===== config.mk =====
export PLATFORM = sky130hd
export DESIGN_NAME = quickq_seq_ctrl_flat
export DESIGN_NICKNAME = d
export VERILOG_FILES = /design/src/rtl/quickq_pkg.sv /design/src/rtl/quickq_seq_ctrl_if.sv /design/src/rtl/quickq_seq_ctrl.sv /design/src/flat_wrapper.sv
export SDC_FILE = /design/constraint.sdc
export NUM_CORES = 1
export LEC_CHECK = 0
export CAP_MARGIN = 20
export CORE_MARGIN = 3
export CORE_UTILIZATION = 25
export DETAILED_ROUTE_END_ITERATION = 7
export GPL_ROUTABILITY_DRIVEN = 0
export RECOVER_POWER = 50
export SETUP_SLACK_MARGIN = 0.4
export SLEW_MARGIN = 20
export SYNTH_ARGS = -nofsm -noshare
export SYNTH_HDL_FRONTEND = slang
export SYNTH_SLANG_ARGS = --single-unit
export TNS_END_PERCENT = 20

===== constraint.sdc =====
create_clock -name clk -period 5.3 [get_ports clk]
set_input_delay 1.06 -clock clk [delete_from_list [all_inputs] [get_ports clk]]
set_output_delay 1.06 -clock clk [all_outputs]
set_load 0.01 [all_outputs]

===== src/rtl/quickq_pkg.sv =====
// Shared types for the QuickQ sorted-array priority queue sequencer.
// Holds the command opcodes, sequencer states and response error codes.
package quickq_pkg;

    localparam int QQ_DEPTH = 16;
    localparam int QQ_KEY_W = 32;

    typedef enum logic [1:0] {
        OP_INSERT = 2'd0,
        OP_REMOVE = 2'd1,
        OP_CLEAR  = 2'd2,
        OP_ILL    = 2'd3
    } op_e;

    typedef enum logic [1:0] {
        S_IDLE,
        S_INS_WALK,
        S_REM_WALK,
        S_DONE
    } state_e;

    typedef enum logic [1:0] {
        ERR_NONE,
        ERR_FULL,
        ERR_EMPTY,
        ERR_ILL_OP
    } err_e;

endpackage


===== src/rtl/quickq_seq_ctrl_if.sv =====
// Command/response handshake between a QuickQ client and the sequencer.
// The client holds the master modport and the sequencer holds the slave modport.
interface quickq_seq_ctrl_if #(
    parameter int KEY_W = 32
);
    logic             cmd_valid;
    logic             cmd_ready;
    logic [1:0]       cmd_op;
    logic [KEY_W-1:0] cmd_key;
    logic             rsp_valid;
    logic             rsp_err;
    logic [KEY_W-1:0] rsp_key;

    modport master (
        output cmd_valid, cmd_op, cmd_key,
        input  cmd_ready, rsp_valid, rsp_err, rsp_key
    );

    modport slave (
        input  cmd_valid, cmd_op, cmd_key,
        output cmd_ready, rsp_valid, rsp_err, rsp_key
    );
endinterface


===== src/rtl/quickq_seq_ctrl.sv =====
// QuickQ sequencer: insertion-sort INSERT, pop-minimum REMOVE and CLEAR over an
// external key memory, steering an external array-pointer counter one step per cycle.
module quickq_seq_ctrl
    import quickq_pkg::*;
#(
    parameter int  DEPTH = QQ_DEPTH,
    parameter int  KEY_W = QQ_KEY_W,
    localparam int CW    = $clog2(DEPTH + 1)
) (
    input  logic              clk,
    input  logic              rst_n,
    quickq_seq_ctrl_if.slave  cmd,
    output logic              cnt_rst,
    output logic              array_cnt_ld,
    output logic              array_cnt_clr,
    output logic              array_cnt_decr,
    output logic              array_cnt_inc,
    output logic [31:0]       last_index,
    input  logic [31:0]       pointer,
    output logic [31:0]       mem_raddr,
    input  logic [KEY_W-1:0]  mem_rdata,
    output logic              mem_we,
    output logic [31:0]       mem_waddr,
    output logic [KEY_W-1:0]  mem_wdata,
    output logic [CW-1:0]     count
);

    state_e           state_q,   state_d;
    op_e              op_q,      op_d;
    err_e             err_q,     err_d;
    logic [CW-1:0]    count_q,   count_d;
    logic [KEY_W-1:0] key_q,     key_d;
    logic [KEY_W-1:0] rsp_key_q, rsp_key_d;

    logic full, empty;

    assign full        = (count_q == CW'(DEPTH));
    assign empty       = (count_q == '0);
    assign count       = count_q;
    assign last_index  = 32'(count_q);
    assign cmd.rsp_key = rsp_key_q;
    assign cmd.rsp_err = (state_q == S_DONE) && (err_q != ERR_NONE);

    // NOTE: every output and next-state value gets a default before the case so
    // that no path leaves a signal unassigned and infers a latch.
    always_comb begin
        state_d        = state_q;
        op_d           = op_q;
        err_d          = err_q;
        count_d        = count_q;
        key_d          = key_q;
        rsp_key_d      = rsp_key_q;
        cnt_rst        = 1'b0;
        array_cnt_ld   = 1'b0;
        array_cnt_clr  = 1'b0;
        array_cnt_decr = 1'b0;
        array_cnt_inc  = 1'b0;
        mem_raddr      = '0;
        mem_we         = 1'b0;
        mem_waddr      = '0;
        mem_wdata      = '0;
        cmd.cmd_ready  = 1'b0;
        cmd.rsp_valid  = 1'b0;

        case (state_q)
            S_IDLE: begin
                cmd.cmd_ready = 1'b1;
                if (cmd.cmd_valid) begin
                    op_d      = op_e'(cmd.cmd_op);
                    err_d     = ERR_NONE;
                    rsp_key_d = '0;
                    state_d   = S_DONE;
                    case (op_e'(cmd.cmd_op))
                        OP_INSERT: begin
                            if (full) begin
                                err_d = ERR_FULL;
                            end else begin
                                key_d        = cmd.cmd_key;
                                array_cnt_ld = 1'b1;
                                state_d      = S_INS_WALK;
                            end
                        end
                        OP_REMOVE: begin
                            // mem_raddr is 0 here, so mem_rdata is the current minimum.
                            if (empty) begin
                                err_d = ERR_EMPTY;
                            end else begin
                                rsp_key_d     = mem_rdata;
                                array_cnt_clr = 1'b1;
                                state_d       = S_REM_WALK;
                            end
                        end
                        OP_CLEAR: begin
                            cnt_rst = 1'b1;
                            count_d = '0;
                        end
                        default: err_d = ERR_ILL_OP;
                    endcase
                end
            end

            S_INS_WALK: begin
                mem_raddr = pointer - 32'd1;
                mem_we    = 1'b1;
                mem_waddr = pointer;
                // Stopping on <= places the new key after equal keys, keeping FIFO order.
                if (pointer == '0 || mem_rdata <= key_q) begin
                    mem_wdata = key_q;
                    state_d   = S_DONE;
                end else begin
                    mem_wdata      = mem_rdata;
                    array_cnt_decr = 1'b1;
                end
            end

            S_REM_WALK: begin
                mem_raddr = pointer + 32'd1;
                if (pointer + 32'd1 >= 32'(count_q)) begin
                    state_d = S_DONE;
                end else begin
                    mem_we        = 1'b1;
                    mem_waddr     = pointer;
                    mem_wdata     = mem_rdata;
                    array_cnt_inc = 1'b1;
                end
            end

            S_DONE: begin
                cmd.rsp_valid = 1'b1;
                err_d         = ERR_NONE;
                state_d       = S_IDLE;
                if (err_q == ERR_NONE) begin
                    case (op_q)
                        OP_INSERT: count_d = count_q + CW'(1);
                        OP_REMOVE: count_d = count_q - CW'(1);
                        default:   count_d = count_q;
                    endcase
                end
            end

            default: state_d = S_IDLE;
        endcase
    end

    // NOTE: state registers use non-blocking assignments so every flop samples
    // the pre-edge values computed above, independent of evaluation order.
    always_ff @(posedge clk or negedge rst_n) begin
        if (!rst_n) begin
            state_q   <= S_IDLE;
            op_q      <= OP_INSERT;
            err_q     <= ERR_NONE;
            count_q   <= '0;
            key_q     <= '0;
            rsp_key_q <= '0;
        end else begin
            state_q   <= state_d;
            op_q      <= op_d;
            err_q     <= err_d;
            count_q   <= count_d;
            key_q     <= key_d;
            rsp_key_q <= rsp_key_d;
        end
    end

endmodule


===== src/flat_wrapper.sv =====
// flat-port wrapper written by rule: the top's interface ports become plain ports
module quickq_seq_ctrl_flat import quickq_pkg::*;
#(
    parameter int  DEPTH = QQ_DEPTH,
    parameter int  KEY_W = QQ_KEY_W,
    localparam int CW    = $clog2(DEPTH + 1)
)
  (clk, rst_n, cnt_rst, array_cnt_ld, array_cnt_clr, array_cnt_decr, array_cnt_inc, last_index, pointer, mem_raddr, mem_rdata, mem_we, mem_waddr, mem_wdata, count, cmd_cmd_valid, cmd_cmd_op, cmd_cmd_key, cmd_cmd_ready, cmd_rsp_valid, cmd_rsp_err, cmd_rsp_key);
  quickq_seq_ctrl_if #(.KEY_W(KEY_W)) cmd_i ();
  input  logic clk;
  input  logic rst_n;
  output logic cnt_rst;
  output logic array_cnt_ld;
  output logic array_cnt_clr;
  output logic array_cnt_decr;
  output logic array_cnt_inc;
  output logic [31:0] last_index;
  input  logic [31:0] pointer;
  output logic [31:0] mem_raddr;
  input  logic [KEY_W-1:0] mem_rdata;
  output logic mem_we;
  output logic [31:0] mem_waddr;
  output logic [KEY_W-1:0] mem_wdata;
  output logic [CW-1:0] count;
  input wire logic [$bits(cmd_i.cmd_valid)-1:0] cmd_cmd_valid;
  input wire logic [$bits(cmd_i.cmd_op)-1:0] cmd_cmd_op;
  input wire logic [$bits(cmd_i.cmd_key)-1:0] cmd_cmd_key;
  output wire logic [$bits(cmd_i.cmd_ready)-1:0] cmd_cmd_ready;
  output wire logic [$bits(cmd_i.rsp_valid)-1:0] cmd_rsp_valid;
  output wire logic [$bits(cmd_i.rsp_err)-1:0] cmd_rsp_err;
  output wire logic [$bits(cmd_i.rsp_key)-1:0] cmd_rsp_key;
  assign cmd_i.cmd_valid = cmd_cmd_valid;
  assign cmd_i.cmd_op = cmd_cmd_op;
  assign cmd_i.cmd_key = cmd_cmd_key;
  assign cmd_cmd_ready = cmd_i.cmd_ready;
  assign cmd_rsp_valid = cmd_i.rsp_valid;
  assign cmd_rsp_err = cmd_i.rsp_err;
  assign cmd_rsp_key = cmd_i.rsp_key;
  quickq_seq_ctrl #(.DEPTH(DEPTH), .KEY_W(KEY_W)) u_core (.clk(clk), .rst_n(rst_n), .cmd(cmd_i), .cnt_rst(cnt_rst), .array_cnt_ld(array_cnt_ld), .array_cnt_clr(array_cnt_clr), .array_cnt_decr(array_cnt_decr), .array_cnt_inc(array_cnt_inc), .last_index(last_index), .pointer(pointer), .mem_raddr(mem_raddr), .mem_rdata(mem_rdata), .mem_we(mem_we), .mem_waddr(mem_waddr), .mem_wdata(mem_wdata), .count(count));
endmodule

==> results.cfg <==
[clock_network]
clk_pin_slew_ns = 0.05
cts_tree = yes
cts.sinks = 75
cts_buffers = 9
clock_tree.buffer_depth = 2
cts_root_buf = clkbuf_16
worstSkewPairLatency_ns = 0.33
cts_htree_levels = 3

[synth]
ys.flop_type = dfrtp_1
ys_warn_count = 0
async_reset_ff_share_pct = 100
syn_avg_cell_area_um2 = 7.54
ys_ff_latch = 75
netlist_instances = 954
synth_area_um2 = 7190
ys_types = 70
synth-edff-count = 0
seq_area_frac_synth_pct = 26.1

[power]
irDropWorstVdd_mv = 0.256
power_density_nw_per_um2 = 417
p_leak_nw = 5.17

[placement]
pre_cts_ws_ns = -0.980
dpl.hpwl_um = 23600
dp_cells = 1648
io_buffers = 247

[floorplan]
initial_core_util_pct = 25.6
core_um2 = 28100
num_rows = 61
io_pins = 275
die-area_um2 = 30800
fp.dieH_um = 176
die_w_um = 176

[setup_path]
crit_path_end_kind = primary output
crit_path_start = pointer[0]
crit_required_ns = 4.24
arrival_ns = 4.12
path_common_cell = ha_4
startpoint_type = input port
critical_path.max_stage_delay_ns = 0.49
critical-path-slowest-cell = or4_4
crit_family = simple AND/OR/NAND/NOR gates
worstSetupPathType = input port to primary output
rr_startpoint = u_core.count[1]
path_cells = buf_8 > ha_4 > and3_4 > xnor2_4 > ha_4 > nor2b_1 > or4_4 > a2111oi_4 > nand4b_1 > o41ai_4 > buf_4 > buf_6 > clkbuf_16 > and2_1 > buf_2
cp_num_buf_inv = 5
cp_max_fo = 6

[timing]
slew_headroom_pct = -30.5
hold_viol_final = 0
setup_viol = 0
worstMarginPinSlew_ns = 1.96
clock.fmax_mhz = 193
setup_slack_ns = 0.122
drv_slew = 109
rsz0062_at_grt = true
fin_crit_sh_pct = 97.7
skew_ns = 0.00471
post-route-min-period_ns = 5.18

[detailed_routing]
drc_errors = 0
wirelength_um = 32200
via_count = 8665
first_pass_iters = 5
drt_iter0_markers = 553
post_drt_wl_per_cell_um = 19.0
drtAntennaViolNets = 0
via_per_inst = 5.12

[grt]
grt_max_degree = 76
use_met1_pct = 26.4
grt_busiest_layer = met2
grt_pass1_wl_um = 49200
met2_usage_pct = 33.5
antenna_found_initial = 0
grt_pass1_vias = 8465
use_met3_pct = 4.28
grt_overflow_total = 0
grt_use_total_pct = 20.0

[run_status]
violations = max-capacitance violations, max-slew violations
status = finished with violations

[cells_and_area]
layout.nets = 1458
final_cell_count_no_fill = 1691
syn2layout_area_growth_pct = 60.9
drive_gt1_share_pct = 25.1
antenna_cells = 0

[min_path]
hp-class = register to register
hold_start = u_core.cmd.rsp_key[20]

[job]
cap_violations = 3
state kept, by name, indices dropped and copies added (netlist names):
name / cells
u_core.cmd.rsp_key: 32
u_core.count: 5
u_core.err_q: 2
u_core.key_q: 32
u_core.op_q: 2
u_core.state_q: 2
power breakdown:
part / switching, W / internal [W] / total, W / leakage (nW)
clock network: 0.000244 / 0.000409 / 0.000653 / 0.152
registers: 0.000182 / 0.000826 / 0.00101 / 0.958
logic: 0.00174 / 0.00142 / 0.00317 / 4.06
layout by cell type (no fill, tap or decap), types with 7 or more instances in the layout:
| cell type | Yosys | final |
|---|---|---|
| a211oi_1 | 13 | 11 |
| a21oi_1 | 33 | 31 |
| a221oi_1 | 11 | 11 |
| a32o_1 | 33 | 32 |
| and2_1 | 39 | 37 |
| and3_1 | 17 | 11 |
| buf_2 | 10 | 39 |
| buf_4 | 37 | 156 |
| buf_6 | 4 | 15 |
| clkbuf_16 | 0 | 10 |
| clkbuf_2 | 0 | 19 |
| clkdlybuf4s15_2 | 0 | 8 |
| clkdlybuf4s50_1 | 0 | 106 |
| conb_1 | 1 | 27 |
| dfrtp_1 | 75 | 75 |
| dlygate4sd2_1 | 0 | 23 |
| dlygate4sd3_1 | 0 | 41 |
| ha_1 | 47 | 41 |
| inv_1 | 54 | 53 |
| nand2_1 | 156 | 155 |
| nand2b_1 | 8 | 7 |
| nand3_1 | 23 | 22 |
| nand4_1 | 18 | 18 |
| nor2_1 | 47 | 46 |
| nor3_1 | 32 | 26 |
| o21ai_0 | 89 | 87 |
| o31ai_1 | 7 | 7 |
| xor2_1 | 10 | 9 |
metal layers:
metal | share of wire (%) | routed length (um)
met4 | 1.7 | 535
met5 | 0 | 0
met1 | 42 | 13700
met2 | 47 | 15200
met3 | 8.6 | 2770
kinds of logic (layout without fill, tap and decap cells):
group	after synthesis	after routing	share of synthesized area, %
other	1	27	0.0522
adder cells (fa/ha/maj)	48	48	8.46
AND/OR/NAND/NOR	389	389	26.7
XOR/XNOR	16	16	1.95
flip-flops	75	75	26.1
multiplexers	7	7	1.03
buffers and inverters	165	498	11.1
AO/OA/AOI/OAI	253	253	24.5
final cells by class:
| type | count | area [um^2] |
|---|---|---|
| fill | 2953 | 16500 |
| multi-input combinational | 740 | 4940 |
| timing repair buffer | 429 | 3770 |
| sequential | 75 | 1880 |
| tap | 378 | 473 |
| clock buffer | 10 | 229 |
| inverter | 54 | 203 |
| clock inverter | 5 | 78.8 |
per-stage QoR:
step                      TNS, ns  area [um^2]  hold WS (ns)  util [%]  total power (W)
after CTS                       0        11600         0.482      41.2          0.00486
after floorplan                 0         7290         0.438         -          0.00255
after global routing      -0.0101        11600         0.496      41.2          0.00518
after detailed placement   -56.72        10800         0.467      38.6          0.00408
after global placement     -53.44        10800         0.458      38.6          0.00405
final                           0        11600         0.469      41.2          0.00483
path summary, 6_finish.rpt:
path	endpoint	slack, ns	cells after the start
max in group asynchronous	u_core.cmd.rsp_key[1]	2.86	1
min reg2reg	u_core.cmd.rsp_key[20]	0.47	2
min	u_core.cmd.rsp_key[20]	0.47	2
min in group asynchronous	u_core.cmd.rsp_key[17]	1.26	1
max	mem_waddr[2]	0.12	15
max reg2reg	u_core.state_q[1]	2.16	11
synth_stat cells (4+ instances only):
library cell	count	area (um^2)
and2_1	39	244
nor3_1	32	160
nand4_1	18	113
or2_2	4	25.0
or4_1	4	30.0
a2bb2oi_1	4	35.0
mux2i_1	4	40.0
nor2b_1	5	31.3
buf_6	4	45.0
or3_1	6	37.5
nor2_1	47	176
xor2_1	10	87.6
o221a_2	4	45.0
clkbuf_1	59	221
a22oi_1	5	37.5
o21ai_1	4	20.0
o211ai_1	6	45.0
a211o_1	4	35.0
a211oi_1	13	97.6
a21oi_1	33	165
and3_1	17	106
a221oi_1	11	96.3
o21ai_0	89	445
nand2_1	156	586
o21a_1	4	30.0
ha_1	47	588
dfrtp_1	75	1880
a21o_1	4	30.0
o221ai_1	6	52.6
a311oi_1	5	43.8
a32o_1	33	330
xnor2_1	6	52.6
buf_2	10	50.1
nor4_1	8	50.1
inv_1	54	203
buf_4	37	278
o31ai_1	7	52.6
nand3_1	23	115
nand2b_1	8	50.1
repair_timing:
action                                  4_1_cts  5_1_grt
resized for setup                           301       68
setup buffers                                19        4
pin swaps                                    45       23
endpoints found under the setup margin       89       85
hold buffers                                  0        0
cloned                                        4        1
worst register-to-register path, stage by stage (launching register included):
cell	delay, ns
dfrtp_1	0.46
inv_1	0.11
ha_1	0.35
a21oi_4	0.21
o21ai_4	0.09
a2111oi_4	0.29
buf_4	0.15
nand4_1	0.06
or4b_4	0.53
buf_4	0.16
o211ai_1	0.25
mux2_1	0.35
(Power assumes the default switching activity.)
